<file path="src/rtl/instr_sequencer.sv">
// Multi-cycle fetch/decode/execute/memory/write-back sequencer for the miniRISC datapath.
// Define PERF_CNT_EN to build the cycles/instret performance counters; otherwise they read 0.
module instr_sequencer #(
    parameter logic [5:0]  HALT_OP     = 6'h3F,
    parameter int unsigned MEM_TIMEOUT = 15,
    parameter int unsigned CNT_W       = 32
) (
    input  logic             clk,
    input  logic             rst,
    input  logic             run,
    input  logic [5:0]       opcode,
    input  logic             regWrite,
    input  logic             memRead,
    input  logic             memWrite,
    input  logic             isBranch,
    input  logic             mem_ready,
    output logic             mem_req,
    output logic             mem_we,
    output logic             mem_is_fetch,
    output logic             ir_we,
    output logic             rf_we,
    output logic             pc_we,
    output logic             busy,
    output logic             halted,
    output logic             err,
    output logic [CNT_W-1:0] cycles,
    output logic [CNT_W-1:0] instret
);

    typedef enum logic [2:0] {
        StIdle,
        StFetch,
        StDecode,
        StExec,
        StMem,
        StWb,
        StHalt,
        StErr
    } state_e;

    localparam logic [7:0] TimeoutLimit = 8'(MEM_TIMEOUT);

    state_e     state_q, state_d;
    logic [7:0] wait_q, wait_d;
    logic [7:0] wait_inc;

    logic mem_req_c, mem_we_c, mem_is_fetch_c, ir_we_c, rf_we_c, pc_we_c;
    logic busy_c, retire;

    // isBranch only steers the datapath's next-PC mux; the sequencer never needs it.
    logic unused_is_branch;
    assign unused_is_branch = isBranch;

    assign wait_inc = wait_q + 8'd1;

    always_comb begin
        state_d        = state_q;
        wait_d         = wait_q;
        mem_req_c      = 1'b0;
        mem_we_c       = 1'b0;
        mem_is_fetch_c = 1'b0;
        ir_we_c        = 1'b0;
        rf_we_c        = 1'b0;
        pc_we_c        = 1'b0;
        retire         = 1'b0;

        case (state_q)
            StIdle: begin
                if (run) state_d = StFetch;
            end
            StFetch: begin
                mem_req_c      = 1'b1;
                mem_is_fetch_c = 1'b1;
                if (mem_ready) begin
                    ir_we_c = 1'b1;
                    state_d = StDecode;
                end else if (wait_inc == TimeoutLimit) begin
                    state_d = StErr;
                end else begin
                    wait_d = wait_inc;
                end
            end
            StDecode: begin
                state_d = (opcode == HALT_OP) ? StHalt : StExec;
            end
            StExec: begin
                if (memRead || memWrite) begin
                    state_d = StMem;
                end else if (regWrite) begin
                    state_d = StWb;
                end else begin
                    retire = 1'b1;
                end
            end
            StMem: begin
                mem_req_c = 1'b1;
                mem_we_c  = memWrite;
                if (mem_ready) begin
                    if (memRead) state_d = StWb;
                    else         retire  = 1'b1;
                end else if (wait_inc == TimeoutLimit) begin
                    state_d = StErr;
                end else begin
                    wait_d = wait_inc;
                end
            end
            StWb: begin
                rf_we_c = regWrite;
                retire  = 1'b1;
            end
            StHalt, StErr: begin
                state_d = state_q;
            end
            default: state_d = StIdle;
        endcase

        // run is only looked at here and in IDLE, so a mid-instruction drop lets it finish.
        if (retire) begin
            pc_we_c = 1'b1;
            state_d = run ? StFetch : StIdle;
        end

        // Every entry into a memory phase starts a fresh wait window.
        if (state_d != state_q) wait_d = '0;
    end

    assign busy_c = (state_q != StIdle) && (state_q != StHalt) && (state_q != StErr);

    always_ff @(posedge clk) begin
        if (!rst) begin
            state_q <= StIdle;
            wait_q  <= '0;
        end else begin
            state_q <= state_d;
            wait_q  <= wait_d;
        end
    end

    // Outputs are forced low while reset is held, regardless of the registered state.
    assign mem_req      = rst & mem_req_c;
    assign mem_we       = rst & mem_we_c;
    assign mem_is_fetch = rst & mem_is_fetch_c;
    assign ir_we        = rst & ir_we_c;
    assign rf_we        = rst & rf_we_c;
    assign pc_we        = rst & pc_we_c;
    assign busy         = rst & busy_c;
    assign halted       = rst & (state_q == StHalt);
    assign err          = rst & (state_q == StErr);

`ifdef PERF_CNT_EN
    logic [CNT_W-1:0] cycles_q, cycles_d;
    logic [CNT_W-1:0] instret_q, instret_d;

    always_comb begin
        cycles_d  = cycles_q + {{(CNT_W-1){1'b0}}, busy_c};
        instret_d = instret_q + {{(CNT_W-1){1'b0}}, pc_we_c};
    end

    always_ff @(posedge clk) begin
        if (!rst) begin
            cycles_q  <= '0;
            instret_q <= '0;
        end else begin
            cycles_q  <= cycles_d;
            instret_q <= instret_d;
        end
    end

    assign cycles  = rst ? cycles_q : '0;
    assign instret = rst ? instret_q : '0;
`else
    assign cycles  = '0;
    assign instret = '0;
`endif

    mem_we_needs_req : assert property (@(posedge clk) disable iff (!rst) mem_we |-> mem_req);
    ir_we_is_fetch   : assert property (@(posedge clk) disable iff (!rst)
                                        ir_we |-> (mem_req && mem_is_fetch));
    pc_we_pulse      : assert property (@(posedge clk) disable iff (!rst) pc_we |=> !pc_we);
    ir_we_pulse      : assert property (@(posedge clk) disable iff (!rst) ir_we |=> !ir_we);
    rf_we_pulse      : assert property (@(posedge clk) disable iff (!rst) rf_we |=> !rf_we);
    halt_err_excl    : assert property (@(posedge clk) disable iff (!rst) !(halted && err));

endmodule

</file>
<file path="config.mk">
export PLATFORM = sky130hd
export DESIGN_NAME = instr_sequencer
export DESIGN_NICKNAME = d
export VERILOG_FILES = /design/src/rtl/instr_sequencer.sv
export SDC_FILE = /design/constraint.sdc
export NUM_CORES = 1
export LEC_CHECK = 0
export CAP_MARGIN = 40
export CORE_MARGIN = 2
export CORE_UTILIZATION = 40
export CTS_CLUSTER_DIAMETER = 150
export CTS_CLUSTER_SIZE = 10
export DETAILED_ROUTE_END_ITERATION = 16
export GPL_ROUTABILITY_DRIVEN = 0
export PLACE_DENSITY = 0.86
export SYNTH_ARGS = -nofsm -noshare
export SYNTH_HDL_FRONTEND = slang
export SYNTH_SLANG_ARGS = --single-unit
</file>
<file path="constraint.sdc">
create_clock -name clk -period 3.9 [get_ports clk]
set_input_delay 0.585 -clock clk [delete_from_list [all_inputs] [get_ports clk]]
set_output_delay 0.585 -clock clk [all_outputs]
set_load 0.05 [all_outputs]
</file>
==> out/summary.json, run 1 <==
{
  "synth_async_sr_flop_share_pct": 0,
  "drc": 0,
  "clock_tree.buffer_depth": 2,
  "ios": 87,
  "die_height_um": 63.64,
  "r2r_start": "state_q[0]$_SDFF_PN0_",
  "setup.worst_path.start": "mem_ready",
  "num_vias": 1124,
  "grt_first_pass_wirelength_um": 3877,
  "timing.critical_path.required_ns": 3.31,
  "worst-path-max-fanout": 10,
  "synthToLayoutAreaGrowth_pct": 1.056,
  "grt_max_degree": 22,
  "tritoncts_buffers": 3,
  "synth_area_mm2": 0.001423,
  "report.final.hold_viol_count": 0,
  "worst_setup_hold_path_clk_slew_ns": 0.07,
  "power.share.clock_pct": 13.2,
  "core_area_mm2": 0.003363,
  "syn_area_per_cell_um2": 7.690,
  "worst-r2r-setup-slack_ns": 1.69,
  "cts_sinks": 11,
  "rsz0062_at_grt": "false",
  "timing_worst_setup_path_type": "primary input to output pin",
  "worst_path_arrival_ns": 2.82,
  "timing.reg2reg.worst_path_depth": 5,
  "status": "finished, final reports clean",
  "die-area_mm2": 0.004049,
  "slowest_stage_delay_cp_ns": 0.81,
  "grt_remaining_overflow": 0,
  "timing.critical_path.max_delay_family": "buffers and inverters",
  "start_util_pct": 42.30,
  "power.share.sequential_pct": 25.5,
  "power_density_normalized_to_cell_area_mw_per_mm2": 406.5,
  "hold_path.class": "flop to flop",
  "fin_area_mm2": 0.001438,
  "min_delay_path_depth": 2,
  "setup_viol": 0,
  "final-max-slew-violation-count": 0,
  "detailed_router_iteration_count_before_antenna_repair": 4,
  "ctsRootBufferMaster": "sky130_fd_sc_hd__clkbuf_4",
  "worstSetupPathDepth": 6,
  "worst_setup_path_start_kind": "primary input",
  "final.setup.tns_ns": 0,
  "detail_route.vias_per_cell": 4.532,
  "grt_util_all_layers_pct": 11.73,
  "post_dp_hpwl_um": 1946,
  "number_of_antenna_violations_at_the_first_check_in_global_routing": 0,
  "drive_gt1_share_pct": 8.911,
  "worst_slew_pin_slew_ns": 0.6813,
  "yosys_warnings": 0,
  "die_width_um": 63.64,
  "ys_seq_area_share_pct": 15.48,
  "post_cts_resize_count": 0,
  "ys_seq_elements": 11,
  "critical_path.slowest_cell": "sky130_fd_sc_hd__clkdlybuf4s50_1",
  "place_worst_setup_slack_ns": 0.5037,
  "switching_power_summed_over_all_nets_w": 0.0003411,
  "totalWireLength_um": 2458,
  "cts.htree.levels": 1,
  "slew_headroom_pct": 54.52,
  "fill_cell_count": 358,
  "max_cap_viol_count": 0,
  "antenna_cells": 0,
  "hold_start": "wait_q[7]$_SDFFE_PP0P_",
  "crit_path_cell_trace": "clkdlybuf4s50_1 -> nor2b_1 -> o21ai_1 -> o22a_1 -> nor2_1 -> clkdlybuf4s50_1",
  "switching_share_pct": 58.37,
  "vias_in_the_first_global_route": 929,
  "count_of_buffering_cells_on_the_critical_path_with_inverters_included": 2,
  "cts_hold_repair.buffers": 0,
  "detail-route-antenna-nets": 0,
  "number_of_enable_flip_flop_cells_after_synthesis": 0,
  "min_to": "wait_q[7]$_SDFFE_PP0P_",
  "max_freq_mhz": 293.5,
  "insertion_delay_ns": 0.27,
  "final_critical_path_setup_slack_ns": 0.4925,
  "post-cts-setup-buffers": 0,
  "irDropWorstVdd_v": 0.0001379,
  "p_leak_nw": 0.6209,
  "critical_path.reg2reg.endpoint": "wait_q[1]$_SDFFE_PP0P_",
  "worstSetupEndpointType": "output pin",
  "avgRoutedWirePerCell_um": 9.911,
  "period_utilization_pct": 87.37,
  "final_net_count": 219,
  "min_clock_period_post_route_ns": 3.407,
  "portBuffers": 21,
  "layout_utilization_pct": 42.75,
  "initialDrtViolationCount": 95,
  "p_comb_share_pct": 61.2,
  "core.rowCount": 21,
  "intPower_w": 0.0002433,
  "postPlaceCellArea_mm2": 0.001411,
  "cts_tree": "built",
  "setup_skew_ns": 0.0005115,
  "path_common_cell": "sky130_fd_sc_hd__clkdlybuf4s50_1",
  "netlist-cell-type-count": 45,
  "dominantRegCellSynth": "sky130_fd_sc_hd__dfxtp_1",
  "post_synth_inst_count": 185
}
-- cells by family (layout without fill, tap and decap cells) --
kind of cell | Yosys count | after routing | share of synthesized area, %
buffers and inverters | 78 | 32 | 38.35
and+or+nand+nor | 56 | 56 | 23.40
AOI/OAI and AO/OA | 27 | 27 | 13.98
DFF | 11 | 11 | 15.48
xor gates and xnor gates | 9 | 9 | 6.069
adders and majority gates | 2 | 2 | 1.759
other | 1 | 64 | 0.2636
muxes | 1 | 1 | 0.7036
-- state kept, by name, indices dropped and copies added (netlist names) --
| register | flops |
|---|---|
| state_q | 3 |
| wait_q | 8 |
-- placed cells by master (no fill, tap or decap), types with 2 or more instances in the layout --
master,count
sky130_fd_sc_hd__conb_1,64
sky130_fd_sc_hd__xnor2_1,2
sky130_fd_sc_hd__nand2b_1,2
sky130_fd_sc_hd__a21oi_1,3
sky130_fd_sc_hd__dfxtp_1,11
sky130_fd_sc_hd__inv_2,2
sky130_fd_sc_hd__nor3_1,7
sky130_fd_sc_hd__nor4_1,3
sky130_fd_sc_hd__nand2_1,9
sky130_fd_sc_hd__a211oi_1,3
sky130_fd_sc_hd__nor2_1,8
sky130_fd_sc_hd__a31oi_1,2
sky130_fd_sc_hd__nand4_1,3
sky130_fd_sc_hd__ha_1,2
sky130_fd_sc_hd__o311ai_1,2
sky130_fd_sc_hd__inv_1,4
sky130_fd_sc_hd__clkdlybuf4s50_1,21
sky130_fd_sc_hd__clkbuf_4,3
sky130_fd_sc_hd__o21ai_0,6
sky130_fd_sc_hd__and3_1,3
sky130_fd_sc_hd__nand3_1,6
sky130_fd_sc_hd__xor2_1,6
sky130_fd_sc_hd__nor3_2,8
-- layout make-up --
| cell class | instances | area (um^2) | area share (%) |
|---|---|---|---|
| Multi-Input combinational cell | 159 | 893.4 | 62.14 |
| Timing Repair Buffer | 22 | 217.7 | 15.14 |
| Clock buffer | 4 | 26.28 | 1.828 |
| Tap cell | 46 | 57.56 | 4.003 |
| Sequential cell | 11 | 220.2 | 15.32 |
| Inverter | 6 | 22.52 | 1.567 |
-- per-layer routing --
layer	part of all wire, %	up-vias	global-route usage (%)
met2	53	69	22.37
met4	1.1	0	2.989
li1	-	545	-
met1	36	506	11.89
met5	0	-	0
met3	9.6	4	4.286
-- synth_stat cells (all sizes together), types with 2 or more instances --
| cell type | n | area [um^2] |
|---|---|---|
| a211oi | 3 | 22.52 |
| a21oi | 3 | 15.01 |
| a31oi | 2 | 12.51 |
| and3 | 3 | 18.77 |
| buf | 69 | 511.7 |
| clkbuf | 3 | 11.26 |
| dfxtp | 11 | 220.2 |
| ha | 2 | 25.02 |
| inv | 6 | 22.52 |
| nand2 | 9 | 33.78 |
| nand2b | 2 | 12.51 |
| nand3 | 6 | 30.03 |
| nand4 | 3 | 18.77 |
| nor2 | 8 | 30.03 |
| nor3 | 15 | 115.1 |
| nor4 | 3 | 18.77 |
| o21ai | 7 | 35.03 |
| o311ai | 2 | 17.52 |
| xnor2 | 3 | 33.79 |
| xor2 | 6 | 52.55 |
-- how the worst max path moves through the flow --
stage | to
CTS | pc_we
finish | pc_we
global route | pc_we
detailed placement | pc_we
global placement | pc_we
floorplan | ir_we
-- power by group through the flow --
stage / combinational (W) / sequential, W / clock (W)
5_1_grt: 0.000378 / 0.000153 / 0.0000847
3_3_place_gp: 0.000350 / 0.000151 / 0
4_1_cts: 0.000357 / 0.000150 / 0.0000807
3_5_place_dp: 0.000356 / 0.000152 / 0
6_report: 0.000358 / 0.000149 / 0.0000774
2_1_floorplan: 0.000373 / 0.000129 / 0
-- per-stage QoR --
step | std cells | total power (W) | hold WS (ns)
final | 248 | 0.0005844 | 0.5524
after global routing | 248 | 0.0006162 | 0.5975
after CTS | 248 | 0.0005871 | 0.5604
after detailed placement | 244 | 0.0005081 | 0.5431
after global placement | 244 | 0.0005012 | 0.5322
after floorplan | 248 | 0.0005020 | 0.5125
-- worst min-delay path, stage by stage (launching register included) --
cell	delay, ns
sky130_fd_sc_hd__dfxtp_1	0.35
sky130_fd_sc_hd__xor2_1	0.08
sky130_fd_sc_hd__nor3_2	0.08
(Power assumes the default switching activity.)
==> run 2: changes to the inputs <==
--- a/config.mk
+++ b/config.mk
@@ -5,7 +5,7 @@
 export SDC_FILE = /design/constraint.sdc
 export NUM_CORES = 1
 export LEC_CHECK = 0
-export CAP_MARGIN = 40
+export CAP_MARGIN = 20
 export CORE_MARGIN = 2
 export CORE_UTILIZATION = 40
 export CTS_CLUSTER_DIAMETER = 150
==> results of run 2 <==
Final layout, timing and power as in run 1 (identical DEF).
==> run 3: changes to the inputs <==
--- a/config.mk
+++ b/config.mk
@@ -16,3 +16,4 @@
 export SYNTH_ARGS = -nofsm -noshare
 export SYNTH_HDL_FRONTEND = slang
 export SYNTH_SLANG_ARGS = --single-unit
+export TNS_END_PERCENT = 20
==> results of run 3 <==
Final layout, timing and power as in run 1 (identical DEF).
